## src/rtl/sprite_pkg.sv

```systemverilog
// Shared types and constants for the per-scanline sprite compositor.
// Sprites are 8x8 ROM pixels drawn at 2x scale; one line RAM entry holds a 2-px pair.
package sprite_pkg;

  typedef enum logic [2:0] {
    ST_IDLE,
    ST_CLEAR,
    ST_SCAN,
    ST_CHECK,
    ST_FETCH
  } state_t;

  localparam int SPRITE_W = 8;
  localparam int SPRITE_H = 8;
  localparam int SCALE    = 2;
  localparam int ENTRY_W  = 8;
  localparam int PIX_W    = 2;
  localparam logic [PIX_W-1:0] TRANSPARENT = 2'b00;

endpackage

```

## src/rtl/sprite_hit_check.sv

```systemverilog
// Decides whether a sprite covers the row being built and where its pixels land.
// Row distance is modular so sprites near y=1023 wrap onto the top rows.
module sprite_hit_check
  import sprite_pkg::*;
(
  input  logic [9:0]         row,
  input  logic [9:0]         attr_y,
  input  logic [9:0]         attr_x,
  input  logic               en,
  output logic               hit,
  output logic [2:0]         srow,
  output logic [ENTRY_W-1:0] base
);

  logic [9:0] dy;
  logic       unused_x;

  assign dy       = row - attr_y;
  assign hit      = en && (dy < 10'(SPRITE_H * SCALE));
  assign srow     = dy[3:1];
  // Entry = pixel pair, so x bit 0 drops out; bit 9 falls off the 256-entry half.
  assign base     = attr_x[8:1];
  assign unused_x = attr_x[9] ^ attr_x[0];

endmodule

```

## src/rtl/sprite_line_sched.sv

```systemverilog
// Builds one sprite scanline: clears the back half of the line RAM, then walks the
// attribute table from the highest index down, fetching 8 ROM pixels per hit.
module sprite_line_sched
  import sprite_pkg::*;
#(
  parameter  int NUM_SPRITES  = 8,
  parameter  int HALF_ENTRIES = 256,
  localparam int IDX_W        = $clog2(NUM_SPRITES)
) (
  input  logic             i_Clk,
  input  logic             i_Reset,
  input  logic             i_Line_Start,
  input  logic [9:0]       i_Next_Row,
  input  logic             i_Buf_Sel,
  output logic [IDX_W-1:0] o_Attr_Addr,
  input  logic             i_Attr_En,
  input  logic [9:0]       i_Attr_X,
  input  logic [9:0]       i_Attr_Y,
  input  logic [5:0]       i_Attr_Num,
  output logic [5:0]       o_Rom_Sprite,
  output logic [2:0]       o_Rom_Row,
  output logic [2:0]       o_Rom_Col,
  input  logic [PIX_W-1:0] i_Rom_Pixel,
  output logic             o_Lr_Write,
  output logic [10:0]      o_Lr_Addr,
  output logic [PIX_W-1:0] o_Lr_Data,
  output logic             o_Busy,
  output logic             o_Line_Done,
  output logic             o_Overrun
);

  state_t             state, state_n;
  logic [IDX_W-1:0]   index, index_n;
  logic [9:0]         row, row_n;
  logic               half, half_n;
  logic [ENTRY_W-1:0] ccnt, ccnt_n;
  logic [3:0]         fcnt, fcnt_n;
  logic [ENTRY_W-1:0] base, base_n;
  logic [5:0]         rom_sprite_n;
  logic [2:0]         rom_row_n, rom_col_n;
  logic               lr_write_n;
  logic [10:0]        lr_addr_n;
  logic [PIX_W-1:0]   lr_data_n;
  logic               done_n, overrun_n;

  logic               hit;
  logic [2:0]         hit_srow;
  logic [ENTRY_W-1:0] hit_base;
  logic [ENTRY_W-1:0] fetch_entry;

  sprite_hit_check u_hit (
    .row    (row),
    .attr_y (i_Attr_Y),
    .attr_x (i_Attr_X),
    .en     (i_Attr_En),
    .hit    (hit),
    .srow   (hit_srow),
    .base   (hit_base)
  );

  // Pixel arriving now belongs to the column requested one cycle earlier.
  assign fetch_entry = base + ENTRY_W'(fcnt) - ENTRY_W'(1);
  assign o_Attr_Addr = index;
  assign o_Busy      = (state != ST_IDLE);

  always_comb begin
    state_n      = state;
    index_n      = index;
    row_n        = row;
    half_n       = half;
    ccnt_n       = ccnt;
    fcnt_n       = fcnt;
    base_n       = base;
    rom_sprite_n = o_Rom_Sprite;
    rom_row_n    = o_Rom_Row;
    rom_col_n    = o_Rom_Col;
    lr_write_n   = 1'b0;
    lr_addr_n    = '0;
    lr_data_n    = '0;
    done_n       = 1'b0;
    overrun_n    = 1'b0;

    unique case (state)
      ST_IDLE: begin
        if (i_Line_Start) begin
          row_n   = i_Next_Row;
          half_n  = i_Buf_Sel;
          ccnt_n  = '0;
          state_n = ST_CLEAR;
        end
      end
      ST_CLEAR: begin
        lr_write_n = 1'b1;
        lr_addr_n  = {2'b00, half, ccnt};
        ccnt_n     = ccnt + ENTRY_W'(1);
        if (ccnt == ENTRY_W'(HALF_ENTRIES - 1)) begin
          index_n = IDX_W'(NUM_SPRITES - 1);
          state_n = ST_SCAN;
        end
      end
      ST_SCAN: state_n = ST_CHECK;
      ST_CHECK: begin
        if (hit) begin
          rom_sprite_n = i_Attr_Num;
          rom_row_n    = hit_srow;
          rom_col_n    = 3'd0;
          base_n       = hit_base;
          fcnt_n       = 4'd0;
          state_n      = ST_FETCH;
        end else if (index == '0) begin
          done_n  = 1'b1;
          state_n = ST_IDLE;
        end else begin
          index_n = index - IDX_W'(1);
          state_n = ST_SCAN;
        end
      end
      ST_FETCH: begin
        if (fcnt < 4'(SPRITE_W - 1)) rom_col_n = fcnt[2:0] + 3'd1;
        if (fcnt != 4'd0 && i_Rom_Pixel != TRANSPARENT) begin
          lr_write_n = 1'b1;
          lr_addr_n  = {2'b00, half, fetch_entry};
          lr_data_n  = i_Rom_Pixel;
        end
        fcnt_n = fcnt + 4'd1;
        if (fcnt == 4'(SPRITE_W)) begin
          if (index == '0) begin
            done_n  = 1'b1;
            state_n = ST_IDLE;
          end else begin
            index_n = index - IDX_W'(1);
            state_n = ST_SCAN;
          end
        end
      end
      default: state_n = ST_IDLE;
    endcase

    // A new line start while busy abandons the current build outright.
    if (i_Line_Start && state != ST_IDLE) begin
      overrun_n  = 1'b1;
      done_n     = 1'b0;
      row_n      = i_Next_Row;
      half_n     = i_Buf_Sel;
      ccnt_n     = '0;
      fcnt_n     = 4'd0;
      lr_write_n = 1'b0;
      lr_addr_n  = '0;
      lr_data_n  = '0;
      state_n    = ST_CLEAR;
    end
  end

  always_ff @(posedge i_Clk or posedge i_Reset) begin
    if (i_Reset) begin
      state        <= ST_IDLE;
      index        <= '0;
      row          <= '0;
      half         <= 1'b0;
      ccnt         <= '0;
      fcnt         <= '0;
      base         <= '0;
      o_Rom_Sprite <= '0;
      o_Rom_Row    <= '0;
      o_Rom_Col    <= '0;
      o_Lr_Write   <= 1'b0;
      o_Lr_Addr    <= '0;
      o_Lr_Data    <= '0;
      o_Line_Done  <= 1'b0;
      o_Overrun    <= 1'b0;
    end else begin
      state        <= state_n;
      index        <= index_n;
      row          <= row_n;
      half         <= half_n;
      ccnt         <= ccnt_n;
      fcnt         <= fcnt_n;
      base         <= base_n;
      o_Rom_Sprite <= rom_sprite_n;
      o_Rom_Row    <= rom_row_n;
      o_Rom_Col    <= rom_col_n;
      o_Lr_Write   <= lr_write_n;
      o_Lr_Addr    <= lr_addr_n;
      o_Lr_Data    <= lr_data_n;
      o_Line_Done  <= done_n;
      o_Overrun    <= overrun_n;
    end
  end

endmodule
```

## config.mk

```make
export PLATFORM = sky130hd
export DESIGN_NAME = sprite_line_sched
export DESIGN_NICKNAME = d
export VERILOG_FILES = /design/src/rtl/sprite_pkg.sv /design/src/rtl/sprite_hit_check.sv /design/src/rtl/sprite_line_sched.sv
export SDC_FILE = /design/constraint.sdc
export NUM_CORES = 1
export LEC_CHECK = 0
export ABC_AREA = 1
export ABC_CLOCK_PERIOD_IN_PS = 2800
export CAP_MARGIN = 40
export CORE_MARGIN = 2
export CORE_UTILIZATION = 50
export DETAILED_ROUTE_END_ITERATION = 16
export GPL_ROUTABILITY_DRIVEN = 0
export GPL_TIMING_DRIVEN = 0
export PLACE_DENSITY = 0.78
export SKIP_LAST_GASP = 1
export SLEW_MARGIN = 20
export SYNTH_ARGS = -nofsm -noshare
export SYNTH_HDL_FRONTEND = slang
export SYNTH_SLANG_ARGS = --single-unit
```

## constraint.sdc

```tcl
create_clock -name i_Clk -period 2.8 [get_ports i_Clk]
set_clock_uncertainty 0.15 [all_clocks]
set_input_delay 0.7 -clock i_Clk [delete_from_list [all_inputs] [get_ports i_Clk]]
set_output_delay 0.7 -clock i_Clk [all_outputs]
set_load 0.005 [all_outputs]
```

==> results.rst <==
.. list-table::
   :header-rows: 1

   * - Metric
     - Value
   * - Status
     - completed
   * - Number of hold-repair buffers added at the cts stage
     - 0
   * - Maximum level of the CTS H-tree
     - 3
   * - Complex-gate fraction of the synthesized area
     - 9.645%
   * - Achievable frequency
     - 364.8 MHz
   * - Count of max-cap constraint violations
     - 0
   * - Final instance area
     - 0.004853 mm²
   * - Actual transition at the worst max-transition pin
     - 0.5899 ns
   * - Quantity of I/O buffers inserted on ports
     - 70
   * - Antenna Nets Post-Route
     - 0
   * - Register area share after synthesis
     - 43.40%
   * - Placeable Area
     - 0.007137 mm²
   * - Largest stage delay, worst path
     - 0.45 ns
   * - Most numerous cell types in the synthesized netlist
     - sky130_fd_sc_hd__nand2_1, sky130_fd_sc_hd__inv_1, sky130_fd_sc_hd__dfrtp_1
   * - Critical path's slowest cell
     - sky130_fd_sc_hd__clkdlybuf4s50_1
   * - Count of final hold-check violations
     - 0
   * - Critical path capture point
     - base[4]
   * - Placed cell areas
     - 0.004483 mm²
   * - WL final
     - 8383 µm
   * - Category of the worst setup path capture point
     - flop
   * - Cell depth of the worst min-delay path
     - 2
   * - Worst Setup Start Kind
     - primary input
   * - Clock Path Buffers
     - 2
   * - Share of the synthesized netlist area taken by xor and xnor gates
     - 2.170%
   * - DRC errors left
     - 0
   * - Top cell type by total area after synthesis
     - sky130_fd_sc_hd__dfrtp_1
   * - Area of the mapped netlist
     - 0.003632 mm²
   * - Most frequent cell on the critical path
     - sky130_fd_sc_hd__nand2_1
   * - Rows
     - 31
   * - Ranking of synthesized cells by area
     - sky130_fd_sc_hd__dfrtp_1, sky130_fd_sc_hd__nand2_1, sky130_fd_sc_hd__ha_1, sky130_fd_sc_hd__inv_1, sky130_fd_sc_hd__nor2_1
   * - Setup TNS Final
     - 0 ns
   * - Die Y-Extent
     - 89.23 µm
   * - Start-to-end type of the worst setup path
     - primary input to flop
   * - Number of synthesized flops with an enable pin
     - 0
   * - Critical path fanouts, max
     - 10
   * - Final worst path period share
     - 97.90%
   * - Leading register cell type out of synthesis
     - sky130_fd_sc_hd__dfrtp_1
   * - Signal arrival time at the worst endpoint
     - 2.81 ns
   * - Utilization after layout
     - 68.00%
   * - Clock edge transition at the registers on the reported setup and hold paths
     - 0.07 ns
   * - Number of setup violations in the final report
     - 0
   * - Dominant combinational cell family by area after synthesis
     - simple AND/OR/NAND/NOR gates
   * - Library cell with the highest instance count after synthesis
     - sky130_fd_sc_hd__nand2_1
   * - Antenna violations before repair
     - 0
   * - Number of DRC markers after the initial detailed-route iteration
     - 180
   * - Horizontal die dimension
     - 89.23 µm
   * - Kind of cell adding the most delay to the critical path
     - buffers and inverters
   * - Synthesis-to-layout area growth
     - 33.62%
   * - Number of instances in the synthesized netlist
     - 464
   * - Unique cell type count in the Yosys netlist
     - 40
   * - Relative max-transition margin
     - 60.33%
   * - Cell area power density
     - 555.2 mW/mm²
   * - Portion of synthesized cell area occupied by the leading cell type
     - 43.40%
   * - Cells traversed along the worst timing path
     - clkdlybuf4s50_1 -> inv_1 -> ha_4 -> nand2_1 -> inv_1 -> a21oi_1 -> nand2_1 -> nand2_1 -> nand3_1 -> nor2_4 -> nand3_4 -> inv_8 -> buf_6 -> o21ai_0
   * - Leakage power of the design
     - 2.396 nW
   * - Adder and majority gate portion of the synthesized area
     - 9.025%
   * - Ports
     - 75
   * - Share of cells above drive strength 1
     - 11.25%
   * - Number of nets in the final layout
     - 623
   * - Number of placed cells counting well taps
     - 635
   * - Number of clock buffers inserted by TritonCTS
     - 9
   * - R2r worst-path depth
     - 13
   * - Unrepaired setup endpoints after global routing
     - true
   * - Peak supply drop
     - 0.0002803 V
   * - Vias in the first global route
     - 3144
   * - Global route total overflow
     - 0
   * - WP depth
     - 14
   * - Total clock sinks
     - 63
   * - Multiplexer area fraction after synthesis
     - 0%
   * - Area taken by flip-flops and latches
     - 0.001577 mm²
   * - DIE AREA
     - 0.007962 mm²
   * - Pin count of the biggest net entering global routing
     - 40
   * - Global-route wire length before repair
     - 13870 µm
   * - Area share of and/or/nand/nor cells after synthesis
     - 26.21%
   * - Effective utilization at floorplan
     - 50.89%
   * - Data required time at the worst endpoint
     - 2.87 ns
   * - FILL cells
     - 632
   * - Avg Cell Area, Syn
     - 7.828 µm²
   * - Total global-route track usage
     - 22.56%
   * - Share of synthesized registers carrying an async set or reset
     - 100.0%
   * - Number of synthesized register bits
     - 63
   * - Ant diodes
     - 0
   * - Final Instance Count excl. Fillers
     - 659
   * - Root Buffer Master
     - sky130_fd_sc_hd__clkbuf_8
   * - Hold Crit Class
     - flop to flop
   * - Post-DP HPWL
     - 6114 µm
   * - Critical R2R Launch
     - fcnt[1]
   * - Area taken by multi-input logic gates
     - 0.001838 mm²
   * - Endpoint of the worst-slack reg-to-reg timing path
     - o_Lr_Addr[7]
   * - Latest clock arrival within the worst-skew pair
     - 0.34 ns
   * - Final max-slew violation count
     - 0
   * - Number of vias per cell
     - 5.023
   * - Per-cell routed wire length
     - 12.72 µm
   * - Number of vias after detailed routing
     - 3310
   * - Number of optimization iterations in the first detailed-route pass
     - 4
   * - Minimum period implied by the final worst setup slack
     - 2.741 ns
   * - Synthesis Warnings
     - 0
   * - Startpoint of the worst setup timing path
     - i_Attr_Y[5]
   * - Setup slack of the most critical reg-to-reg path
     - 0.26 ns
   * - Number of buffer and inverter stages on the critical path
     - 5
   * - CTS tree
     - yes
flip-flops by register name, indices dropped and copies added (netlist names):
name and flops:
o_Lr_Addr 9, half 1, state 3, row 10
o_Rom_Row 3, ccnt 8, o_Overrun 1, o_Attr_Addr 3
o_Lr_Write 1, base 8, fcnt 4, o_Line_Done 1
o_Lr_Data 2, o_Rom_Col 3, o_Rom_Sprite 6
worst register-to-register path: cells and delay by family (launching register included):
| kind | cells | cell delay, ns |
|---|---|---|
| buf+inv | 2 | 0.14 |
| simple gates | 4 | 0.31 |
| flops | 1 | 0.39 |
| compound gates | 4 | 0.56 |
| fa+ha+maj | 3 | 0.92 |
how the worst min path moves through the flow:
| stage | slack [ns] | to | startpoint |
|---|---|---|---|
| after floorplan | 0.28 | half | half |
| after global placement | 0.30 | half | half |
| after detailed placement | 0.31 | row[4] | row[4] |
| after CTS | 0.33 | row[4] | row[4] |
| after global routing | 0.35 | o_Rom_Row[2] | o_Rom_Row[2] |
| final | 0.33 | o_Rom_Sprite[0] | o_Rom_Sprite[0] |
final cells by class:
cell class	count	area share, %
multi-input cells	319	37.87
flip-flops and latches	63	32.48
repair buffers	79	16.52
inverters	73	5.852
clock buffers	12	2.784
well taps	99	2.552
plain buffers	10	1.469
clock inverters	4	0.4640
stage by stage:
stage | total power [mW] | hold slack [ns] | setup WS (ns)
floorplan | 1.664 | 0.2844 | 0.3078
global placement | 1.958 | 0.3025 | -0.7324
finish | 2.695 | 0.3275 | 0.05879
CTS | 2.676 | 0.3315 | 0.004206
global route | 2.897 | 0.3521 | -0.04290
detailed placement | 1.994 | 0.3133 | -0.5213
report_power, final:
group | internal (mW) | leakage [nW] | switching (mW) | total (mW)
clock | 0.317 | 0.0801 | 0.346 | 0.664
sequential | 1.02 | 0.803 | 0.0722 | 1.09
combinational | 0.424 | 1.51 | 0.518 | 0.942
total | 1.76 | 2.40 | 0.936 | 2.69
cell usage in the layout (no fill, tap or decap), types with 2 or more instances in the layout:
cell type                         count
sky130_fd_sc_hd__a211oi_1             2
sky130_fd_sc_hd__a21oi_1             14
sky130_fd_sc_hd__a21oi_2              2
sky130_fd_sc_hd__a22oi_1              3
sky130_fd_sc_hd__buf_4                9
sky130_fd_sc_hd__buf_6                2
sky130_fd_sc_hd__clkbuf_1             7
sky130_fd_sc_hd__clkbuf_8             9
sky130_fd_sc_hd__clkdlybuf4s50_1     68
sky130_fd_sc_hd__clkinv_2             3
sky130_fd_sc_hd__conb_1               2
sky130_fd_sc_hd__dfrtp_1             63
sky130_fd_sc_hd__ha_1                17
sky130_fd_sc_hd__ha_4                 6
sky130_fd_sc_hd__inv_1               70
sky130_fd_sc_hd__nand2_1            141
sky130_fd_sc_hd__nand2_2              7
sky130_fd_sc_hd__nand3_1             21
sky130_fd_sc_hd__nand3_2              2
sky130_fd_sc_hd__nand4_1              3
sky130_fd_sc_hd__nor2_1              32
sky130_fd_sc_hd__nor2_2               2
sky130_fd_sc_hd__nor2_4               3
sky130_fd_sc_hd__nor3_1               6
sky130_fd_sc_hd__nor4_1               2
sky130_fd_sc_hd__o21ai_0             19
sky130_fd_sc_hd__o21ai_1              3
sky130_fd_sc_hd__o21ai_2              5
sky130_fd_sc_hd__o22ai_1              2
sky130_fd_sc_hd__o31ai_1              2
sky130_fd_sc_hd__xnor2_1              4
sky130_fd_sc_hd__xor2_1               5
timing repair:
item,4_1_cts,5_1_grt
endpoints found under the setup margin,25,28
pin swaps,6,3
buffers inserted,6,1
cloned,1,0
gates resized for setup,10,18
kinds of logic (layout without fill, tap and decap cells):
logic type	count (synthesis)	after routing
fa+ha+maj	25	25
buf+inv	83	178
flops	63	63
compound gates	58	58
xor+xnor	9	9
other cells	1	2
simple gates	225	225
metal layers:
layer | routed length [µm] | track usage (%) | up-vias
li1 | - | - | 1651
met1 | 3649 | 28.67 | 1564
met2 | 4192 | 38.38 | 85
met3 | 405 | 3.970 | 10
met4 | 136 | 8.684 | 0
met5 | 0 | 0 | -
(Power assumes the default switching activity.)
